File: src/rtl/addressing_sequencer.sv
// Operand / effective-address sequencer for the 6502 core: walks the operand-fetch,
// index, page-fix, data and read-modify-write bus cycles for one addressing mode.
module addressing_sequencer #(
  parameter int         ADDR_W       = 16,
  parameter logic [7:0] ZP_BASE      = 8'h00,
  parameter bit         PAGE_PENALTY = 1'b1
) (
  input  logic              clk,
  input  logic              res,
  input  logic              rdy,
  input  logic              start,
  input  logic [2:0]        mode,
  input  logic [1:0]        kind,
  input  logic [ADDR_W-1:0] pc,
  input  logic [7:0]        data_in,
  input  logic [7:0]        index_x,
  input  logic [7:0]        index_y,
  input  logic [7:0]        wdata,
  output logic [ADDR_W-1:0] addr,
  output logic              addr_sel,
  output logic              rw,
  output logic              pc_inc,
  output logic [7:0]        data_out,
  output logic [7:0]        operand,
  output logic              alu_req,
  output logic              busy,
  output logic              done
);

  localparam logic [2:0] M_IMP = 3'd0, M_IMM = 3'd1, M_ZPG = 3'd2, M_ZPX = 3'd3,
                         M_ZPY = 3'd4, M_ABX = 3'd6, M_ABY = 3'd7;
  localparam logic [1:0] K_READ = 2'd0, K_WRITE = 2'd1, K_RMW = 2'd2;

  typedef enum logic [3:0] {
    S_IDLE, S_FETCH_LO, S_FETCH_HI, S_ZP_IDX, S_FIX,
    S_DATA, S_RMW_DUMMY, S_RMW_WRITE, S_DONE
  } state_t;

  state_t      state_q;
  logic [2:0]  mode_q;
  logic [1:0]  kind_q;
  logic [7:0]  lo_q, hi_q, result_q, operand_q;
  logic        carry_q;

  logic [7:0]        idx;
  logic [8:0]        sum_lo;
  logic              abs_indexed;
  logic [ADDR_W-1:0] eff_addr;

  assign idx         = (mode_q == M_ZPY || mode_q == M_ABY) ? index_y : index_x;
  assign sum_lo      = {1'b0, lo_q} + {1'b0, idx};
  assign abs_indexed = (mode_q == M_ABX || mode_q == M_ABY);
  // Bank bits above 15 pass straight through from the PC; the low 16 bits come from hi/lo.
  assign eff_addr    = (pc & ~ADDR_W'(16'hFFFF)) | ADDR_W'({hi_q, lo_q});

  always_ff @(posedge clk) begin
    if (res) begin
      state_q   <= S_IDLE;
      mode_q    <= M_IMP;
      kind_q    <= K_READ;
      lo_q      <= 8'h00;
      hi_q      <= 8'h00;
      carry_q   <= 1'b0;
      result_q  <= 8'h00;
      operand_q <= 8'h00;
    end else if (rdy) begin
      case (state_q)
        S_IDLE: if (start) begin
          mode_q  <= mode;
          kind_q  <= (mode == M_IMP || mode == M_IMM || kind == 2'd3) ? K_READ : kind;
          state_q <= (mode == M_IMP) ? S_DONE : S_FETCH_LO;
        end
        S_FETCH_LO: begin
          lo_q <= data_in;
          hi_q <= ZP_BASE;  // zero-page modes keep this as their page
          case (mode_q)
            M_IMM: begin
              operand_q <= data_in;
              state_q   <= S_DONE;
            end
            M_ZPG:        state_q <= S_DATA;
            M_ZPX, M_ZPY: state_q <= S_ZP_IDX;
            default:      state_q <= S_FETCH_HI;
          endcase
        end
        S_ZP_IDX: begin
          lo_q    <= sum_lo[7:0];
          state_q <= S_DATA;
        end
        S_FETCH_HI: begin
          hi_q <= data_in;
          if (abs_indexed) {carry_q, lo_q} <= sum_lo;
          if (abs_indexed && (kind_q != K_READ || sum_lo[8] || !PAGE_PENALTY))
            state_q <= S_FIX;
          else
            state_q <= S_DATA;
        end
        S_FIX: begin
          hi_q    <= hi_q + {7'b0, carry_q};
          state_q <= S_DATA;
        end
        S_DATA: begin
          if (kind_q != K_WRITE) operand_q <= data_in;
          state_q <= (kind_q == K_RMW) ? S_RMW_DUMMY : S_DONE;
        end
        S_RMW_DUMMY: begin
          result_q <= wdata;
          state_q  <= S_RMW_WRITE;
        end
        S_RMW_WRITE: state_q <= S_DONE;
        default:     state_q <= S_IDLE;
      endcase
    end
  end

  always_comb begin
    addr_sel = 1'b0;
    rw       = 1'b1;
    pc_inc   = 1'b0;
    data_out = 8'h00;
    alu_req  = 1'b0;
    case (state_q)
      S_FETCH_LO, S_FETCH_HI: pc_inc = rdy;
      S_ZP_IDX, S_FIX:        addr_sel = 1'b1;
      S_DATA: begin
        addr_sel = 1'b1;
        if (kind_q == K_WRITE) begin
          rw       = 1'b0;
          data_out = wdata;
        end
      end
      S_RMW_DUMMY: begin
        addr_sel = 1'b1;
        rw       = 1'b0;
        data_out = operand_q;
        alu_req  = rdy;
      end
      S_RMW_WRITE: begin
        addr_sel = 1'b1;
        rw       = 1'b0;
        data_out = result_q;
      end
      default: ;
    endcase
  end

  assign addr    = addr_sel ? eff_addr : '0;
  assign operand = operand_q;
  assign busy    = (state_q != S_IDLE);
  assign done    = (state_q == S_DONE) && rdy;

endmodule

File: config.mk
export PLATFORM = sky130hd
export DESIGN_NAME = addressing_sequencer
export DESIGN_NICKNAME = d
export VERILOG_FILES = /design/src/rtl/addressing_sequencer.sv
export SDC_FILE = /design/constraint.sdc
export NUM_CORES = 1
export LEC_CHECK = 0
export ABC_AREA = 1
export BUFFER_PORTS_ARGS = -buffer_cell sky130_fd_sc_hd__clkbuf_2
export CORE_UTILIZATION = 55
export DETAILED_ROUTE_END_ITERATION = 6
export PLACE_DENSITY_LB_ADDON = 0.15
export SYNTH_ARGS = -nofsm -noshare
export SYNTH_HDL_FRONTEND = slang
export SYNTH_SLANG_ARGS = --single-unit
export TNS_END_PERCENT = 20
File: constraint.sdc
create_clock -name clk -period 6.5 [get_ports clk]
set_clock_uncertainty 0.2 [all_clocks]
set_input_delay 0.65 -clock clk [delete_from_list [all_inputs] [get_ports clk]]
set_output_delay 0.65 -clock clk [all_outputs]
set_load 0.05 [all_outputs]
**Word-level counts from Yosys, hierarchy flattened**

Cells that the tools add are included.

- Bits in registers: 42
- Output and inout bits: 38
- Word-level logic and storage cells: 81

- Add/sub/neg operators: 2
- Eq/ne operators: 23
- Muxes and demuxes: 22
- Reductions and logical operators: 26

Operators with widths:

| cell | number |
|---|---|
| $pmux 8 s3 | 3 |
| $mux 8 | 5 |
| $pmux 4 s7 | 1 |
| $eq 4x3->1 const B | 4 |
| $mux 16 | 1 |
| $pmux 8 s2 | 1 |
| $mux 4 | 3 |
| $pmux 4 s3 | 1 |
| $add 8x8->9 | 1 |
| $eq 3x3->1 const B | 3 |
| $reduce_and 3->1 | 3 |
| $add 8x1->8 | 1 |
| $eq 4x2->1 const B | 2 |
| $reduce_or 2->1 | 4 |
| $eq 3x1->1 const B | 2 |
| $eq 3x2->1 const B | 2 |
| $ne 2x2->1 const B | 3 |
| $reduce_and 2->1 | 3 |
| $reduce_bool 3->1 | 2 |
| $logic_or 1x1->1 | 5 |
| $mux 1 | 5 |
| $reduce_or 5->1 | 1 |
| $eq 2x2->1 const B | 2 |
| $eq 4x1->1 const B | 1 |
| other kinds (11) | 14 |

**Logic depth before layout (Yosys ltp)**

Gate-level depths: netlist of the first run.

- Word-level depth: 8
- Depth in mapped cells: 16
- Mapped depth without buffers: 16

**Worst setup path after synthesis of the first run**

Ideal clock, no wire load.

- Kind: input port to output port
- From: input rdy
- To: output done
- Arrival: 2261 ps
- Required time: 5650 ps
- Path slack: 3389 ps
- Stages on the path: 2
- Path through: inv_1 nor4_1

- Longest elaborated chain between the ends: 1

RTL lines:

| item | RTL line | text |
|---|---|---|
| start: declaration | 10 | `input logic rdy,` |
| $logic_and 1x1->1 | 150 | `assign done = (state_q == S_DONE) && rdy;` |
| end: declaration | 27 | `output logic done` |

Every way passes these cells.

**Worst setup path in the final report of the first run**

- From: register state_q[1]
- To: output data_out[1]

- Longest elaborated chain between the ends: 2
- Elaborated cells on any way between the ends: 4
- Those cells by class: eq/ne: 3; mux: 1

RTL lines:

| item | RTL line | text |
|---|---|---|
| start: declaration | 39 | `state_t state_q;` |
| start signal: assignment | 71 | `state_q <= (mode == M_IMP) ? S_DONE : S_FETCH_LO;` |
| start signal: assignment | 104 | `state_q <= (kind_q == K_RMW) ? S_RMW_DUMMY : S_DONE;` |
| $eq 4x3->1 | 122 | `case (state_q)` |
| $pmux 8 s3 * | 122 |  |
| end: declaration | 23 | `output logic [7:0] data_out,` |

Mark *: on every way between the ends. The rest lies on a longest branch, timed or not.

==> impl_metrics.py, run 1 <==
metrics = {
    "status": {
        "outcome": "finished, final reports clean",
    },
    "run": {
        "drv_cap": 0,
    },
    "logic_synthesis": {
        "synth_area_leaders": "dfxtp_1 30%, nand2_1 12%, a21oi_1 8.8%",
        "synth_nets": 499,
        "synth_flop_cell": "dfxtp_1",
        "postSynthAreaPerCell_um2": 6.59,
        "synth.distinct_cells": 33,
        "syn_inst": 431,
        "ys_seq_area_share_pct": 29.6,
        "ys_ff_latch": 42,
        "yosys_warnings": 0,
        "yosysMostFrequentCell": "nand2_1",
        "synth_commonest_cells": "89 x nand2_1, 63 x inv_1, 50 x a21oi_1",
        "synth_edf_count": 0,
        "yosysTopAreaCell": "dfxtp_1",
        "async_reset_ff_share_pct": 0,
        "synth_top_area_share_pct": 29.6,
        "netlist_area_um2": 2840,
    },
    "power_and_ir_drop": {
        "power_leakage_uw": 0.00153,
        "powerDensity_nw_per_um2": 190,
        "power_uw": 643,
        "irDropWorstVdd_uv": 112,
    },
    "finish": {
        "drive_gt1_share_pct": 25.2,
        "nNetsFinal": 575,
        "n_antenna_cell": 0,
        "fillCellCount": 440,
        "area_growth_pct": 18.9,
        "fin_cells": 575,
    },
    "setup_path": {
        "cp_top_family": "simple AND/OR/NAND/NOR gates",
        "slowest_stage": "nor3_2",
        "worst_ep_arrival_time_ns": 2.10,
        "path_max_fanout": 8,
        "cp_num_buf_inv": 3,
        "max_stage_delay_ns": 0.42,
        "worstSetupPathType": "reg2out",
        "end_kind": "output pin",
        "start_kind": "register",
        "path_cells": "inv_2, nand2_2, nor2_2, inv_2, nor3_2, nand2_1, o221ai_1, clkbuf_2",
        "crit_required_ns": 5.65,
        "cp_common_cell": "inv_2",
    },
    "clocking": {
        "cts_sinks": 42,
        "h-tree-depth": 2,
        "cts-root-buf": "clkbuf_8",
        "numCtsBuffers": 5,
        "cts_tree": "yes",
        "clk_latency_ns": 0.30,
        "cts_hold_buf": 0,
        "clk_pin_slew_worst_paths_ns": 0.09,
        "clockBufferDepth": 2,
        "cts_resized": 0,
        "post_cts_buffers": 0,
    },
    "grt": {
        "grt_pass1_wl_um": 11900,
        "grt_util_all_layers_pct": 28.2,
        "grt_max_degree": 34,
        "antenna_found_initial": 0,
        "overflow": 0,
        "grt_pass1_vias": 2687,
    },
    "sta": {
        "rsz0062_at_grt": "no",
        "period_share_pct": 45.3,
        "setup_violations": 0,
        "max-slew-margin-rel_pct": 40.2,
        "hold_violations": 0,
        "worst_slew_pin_slew_ns": 0.896,
        "clock.fmax_mhz": 339,
        "period_minus_slack_ns": 2.95,
        "final_max_slew_viol_count": 0,
        "tns_ns": 0,
    },
    "floorplanning": {
        "die_w_um": 73.9,
        "rows": 25,
        "die_area_um2": 5460,
        "pin_count": 95,
        "start_util_pct": 58.6,
        "die_y_um": 73.9,
        "core_area_um2": 4850,
    },
    "placement": {
        "globalplace.congestion": 0.870,
        "portBuffers": 78,
        "post-dp-hpwl_um": 5560,
        "dp.cells": 567,
    },
    "routing": {
        "drtAntennaViolNets": 0,
        "met3_length_um": 403,
        "vias": 2986,
        "wl_per_cell_um": 12.5,
        "drc": 0,
        "wl_um": 7170,
        "drt-met1-wl_um": 3270,
        "dr.pass1.iters": 4,
        "top_layer": "met4",
        "vias_per_cell": 5.19,
        "wl_met2_um": 3450,
        "drt_iter0_drc": 193,
    },
    "min_path": {
        "worstHoldPathType": "reg2reg",
    },
}
-- layout make-up --
cell class / instances / area, µm² / area share [%]
Multi-Input combinational cell: 310 / 1690 / 49.9
Clock inverter: 3 / 45.0 / 1.33
Tap cell: 67 / 83.8 / 2.48
Inverter: 70 / 263 / 7.77
Timing Repair Buffer: 78 / 390 / 11.6
Clock buffer: 5 / 68.8 / 2.04
Sequential cell: 42 / 841 / 24.9
-- stage by stage --
step	worst slack (ns)	cell area, µm²	utilization (%)	hold slack [ns]
floorplan	3.39	2840	-	0.229
global placement	3.82	3270	67.4	0.240
detailed placement	3.75	3270	67.4	0.248
CTS	3.55	3380	69.7	0.261
global route	3.42	3380	69.7	0.285
finish	3.55	3380	69.7	0.258
-- layout by cell type (no fill, tap or decap), types with 7 or more instances in the layout --
master    instances
o221ai_1          8
nand3_1          19
inv_2             7
a21oi_1          50
mux2_2            7
nand2_1          89
nand2_2           7
o21ai_0          38
inv_1            63
ha_1             10
dfxtp_1          42
nor2_1           38
clkbuf_2         78
-- worst reg2reg max path: stages, from the launching register on --
cell and delay (ns):
dfxtp_1 0.36, inv_1 0.07, nand2_1 0.07, nand2_1 0.08, nor2_2 0.35, mux2_2 0.39
ha_1 0.20, inv_1 0.08, fa_1 0.16, inv_1 0.07, or2_2 0.27, nand3_1 0.08
nand2_1 0.06, o21ai_1 0.13, a21oi_1 0.06
-- registers in the layout, summed over array words and instances, names as in the netlist --
name and cells:
state_q 4, kind_q 2, operand 8, lo_q 8, result_q 8, carry_q 1
mode_q 3, hi_q 8
-- power breakdown --
group / internal [µW] / switching [µW] / total [µW]
clock network: 114 / 99.5 / 214
logic: 51.6 / 97.3 / 149
registers: 270 / 10.9 / 281
-- logic make-up after synthesis --
| group | after synthesis | share of synthesized area, % |
|---|---|---|
| mux | 7 | 2.77 |
| buf+inv | 79 | 11.0 |
| simple gates | 180 | 29.3 |
| compound gates | 112 | 22.2 |
| flops | 42 | 29.6 |
| fa+ha+maj | 11 | 5.11 |
-- metal layers --
layer	vias up	track usage, %
met5	-	0
met4	0	5.13
met3	5	4.94
met2	92	48.9
met1	1319	36.6
li1	1570	-
-- worst paths after layout --
kind / cells after the start / endpoint / from / slack [ns]
worst max-delay path: 8 / data_out[1] / state_q[1] / 3.55
worst max register to register: 14 / lo_q[2] / mode_q[1] / 3.77
worst min register to register: 2 / result_q[4] / result_q[4] / 0.26
worst min-delay path: 2 / result_q[4] / result_q[4] / 0.26
Power figures use the tool's default switching activity.
==> run 2, diff against run 1 <==
Settings changed: ABC_AREA 1 to 0, CORE_UTILIZATION 55 to 51.
Clock period 6.5 ns to 2.9 ns, I/O delays scaled along.
==> impl_metrics.py, run 2 <==
metrics = {
    "floorplanning": {
        "rows": 26,
        "start_util_pct": 53.9,
        "pin_count": 95,
        "core_area_um2": 5200,
        "die_y_um": 76.2,
        "die_w_um": 76.2,
        "die_area_um2": 5800,
    },
    "placement": {
        "dp.cells": 512,
        "portBuffers": 78,
        "placed_cell_area_um2": 3310,
        "globalplace.congestion": 0.935,
        "post-dp-hpwl_um": 5330,
    },
    "clocking": {
        "numCtsBuffers": 5,
        "clk_pin_slew_worst_paths_ns": 0.08,
        "h-tree-depth": 2,
        "cts_resized": 0,
        "cts_tree": "yes",
        "clk_latency_ns": 0.30,
        "cts-root-buf": "clkbuf_8",
        "clockBufferDepth": 2,
        "cts_sinks": 42,
        "post_cts_buffers": 0,
        "cts_hold_buf": 0,
    },
    "setup_path": {
        "path_max_fanout": 5,
        "ff2ff_path_depth": 11,
        "worstSetupPathType": "reg2reg",
        "r2r-end": "state_q[0]",
        "end_kind": "register",
        "reg2reg_slack_ns": 0.15,
        "start_kind": "register",
        "worst_ep_arrival_time_ns": 2.78,
        "r2r_start": "mode_q[1]",
        "crit_required_ns": 2.93,
    },
    "logic_synthesis": {
        "synth_flop_cell": "dfxtp_1",
        "netlist_area_um2": 2810,
        "postSynthAreaPerCell_um2": 7.58,
        "synth_commonest_cells": "56 x nand2_1, 42 x dfxtp_1, 39 x nor2_1",
        "ys_seq_area_share_pct": 30.0,
        "yosysMostFrequentCell": "nand2_1",
        "synth_top_area_share_pct": 30.0,
        "synth_nets": 438,
        "synth.distinct_cells": 51,
        "synth_edf_count": 0,
        "syn_inst": 370,
        "ys_ff_latch": 42,
        "synth_area_leaders": "dfxtp_1 30%, nand2_1 7.5%, a21oi_1 5.3%",
        "yosys_warnings": 0,
        "async_reset_ff_share_pct": 0,
        "yosysTopAreaCell": "dfxtp_1",
    },
    "finish": {
        "layout_commonest_cell": "clkbuf_2",
        "nNetsFinal": 517,
        "area_growth_pct": 22.6,
        "final_cell_mix": "78 x clkbuf_2, 55 x nand2_1, 42 x dfxtp_1, 39 x nor2_1, 30 x a21oi_1",
        "fin_cells": 520,
        "drive_gt1_share_pct": 26.4,
        "fillCellCount": 479,
        "final_cell_area_um2": 3440,
        "n_antenna_cell": 0,
    },
    "sta": {
        "clock.fmax_mhz": 364,
        "hold_violations": 0,
        "setup_violations": 0,
        "max-slew-margin-rel_pct": 40.9,
        "period_share_pct": 94.7,
        "rsz0062_at_grt": "yes",
        "final_max_slew_viol_count": 0,
        "worst_slew_pin_slew_ns": 0.887,
        "tns_ns": 0,
        "fin_hold_ws_ns": 0.0241,
        "period_minus_slack_ns": 2.75,
    },
    "routing": {
        "vias_per_cell": 5.65,
        "wl_um": 7220,
        "wl_per_cell_um": 13.9,
        "drtAntennaViolNets": 0,
        "dr.pass1.iters": 5,
        "drt_iter0_drc": 212,
        "vias": 2937,
        "drc": 0,
    },
    "grt": {
        "grt_pass1_vias": 2778,
        "grt_pass1_wl_um": 12600,
        "grt_util_all_layers_pct": 26.4,
        "antenna_found_initial": 0,
        "overflow": 0,
        "grt_max_degree": 43,
    },
    "min_path": {
        "worstHoldStart": "wdata[4]",
        "hold_depth": 3,
        "worstHoldPathType": "in2reg",
        "whs_endpoint": "result_q[4]",
    },
    "status": {
        "outcome": "finished, final reports clean",
    },
    "power_and_ir_drop": {
        "power_leakage_uw": 0.00158,
        "irDropWorstVdd_uv": 245,
        "powerDensity_nw_per_um2": 399,
    },
    "run": {
        "drv_cap": 0,
    },
}
## run 2: cell types whose count changed after synthesis, moves of 8 or more
cell | previous run | this run
inv_1 | 63 | 11
nand2_1 | 89 | 56
o21ai_0 | 38 | 14
a21oi_1 | 50 | 30
a22oi_1 | 0 | 14
and2_1 | 0 | 13
mux2i_1 | 0 | 9
o221ai_1 | 8 | 0
## run 2: cell type report
cell class / instances / area, µm² / area share (%)
multi-input cells: 295 / 1850 / 53.7
flip-flops and latches: 42 / 841 / 24.4
repair buffers: 94 / 510 / 14.8
well taps: 70 / 87.6 / 2.55
clock buffers: 5 / 68.8 / 2.00
clock inverters: 3 / 43.8 / 1.27
inverters: 11 / 41.3 / 1.20
## run 2: how the worst max path moves through the flow
| stage | start | to | cells after the start | slack (ns) |
|---|---|---|---|---|
| 5_1_grt | mode_q[0] | state_q[0] | 11 | -0.01 |
| 2_1_floorplan | mode_q[1] | lo_q[7] | 9 | 0.24 |
| 6_report | mode_q[1] | state_q[0] | 11 | 0.15 |
| 4_1_cts | mode_q[1] | state_q[0] | 11 | 0.11 |
| 3_3_place_gp | mode_q[1] | lo_q[4] | 11 | 0.22 |
| 3_5_place_dp | mode_q[1] | lo_q[4] | 11 | 0.14 |
## run 2: through the flow
step / total power, µW / worst slack, ns / utilization [%]
after floorplan: 816 / 0.243 / -
after global placement: 899 / 0.222 / 63.6
after global routing: 1450 / -0.00978 / 66.1
after CTS: 1380 / 0.113 / 65.8
final: 1370 / 0.153 / 66.1
after detailed placement: 906 / 0.142 / 63.6
## run 2: metal layers
metal	global-route usage [%]	routed length, µm
met5	0	0
met4	6.92	89
met3	3.83	412
met2	45.5	3460
met1	34.5	3260
## run 2: logic make-up after synthesis
logic type,after synthesis,share of synthesized area [%]
AO/OA/AOI/OAI,98,23.6
XOR/XNOR,5,1.56
multiplexers,17,6.42
adder cells (fa/ha/maj),11,5.17
buffers and inverters,33,4.77
AND/OR/NAND/NOR,164,28.5
flip-flops,42,30.0
## run 2: critical path, stage by stage (launching register included)
cell       delay [ns]
dfxtp_1          0.34
xnor2_2          0.15
nand2_2          0.13
mux2_2           0.35
ha_1             0.19
inv_1            0.07
fa_1             0.22
nor2b_1          0.08
o31a_1           0.30
o2111ai_1        0.31
nand4_1          0.15
a31oi_1          0.19
## run 2: power breakdown
group / internal, µW / switching (µW)
clock network: 258 / 216
registers: 595 / 23.6
logic: 118 / 161
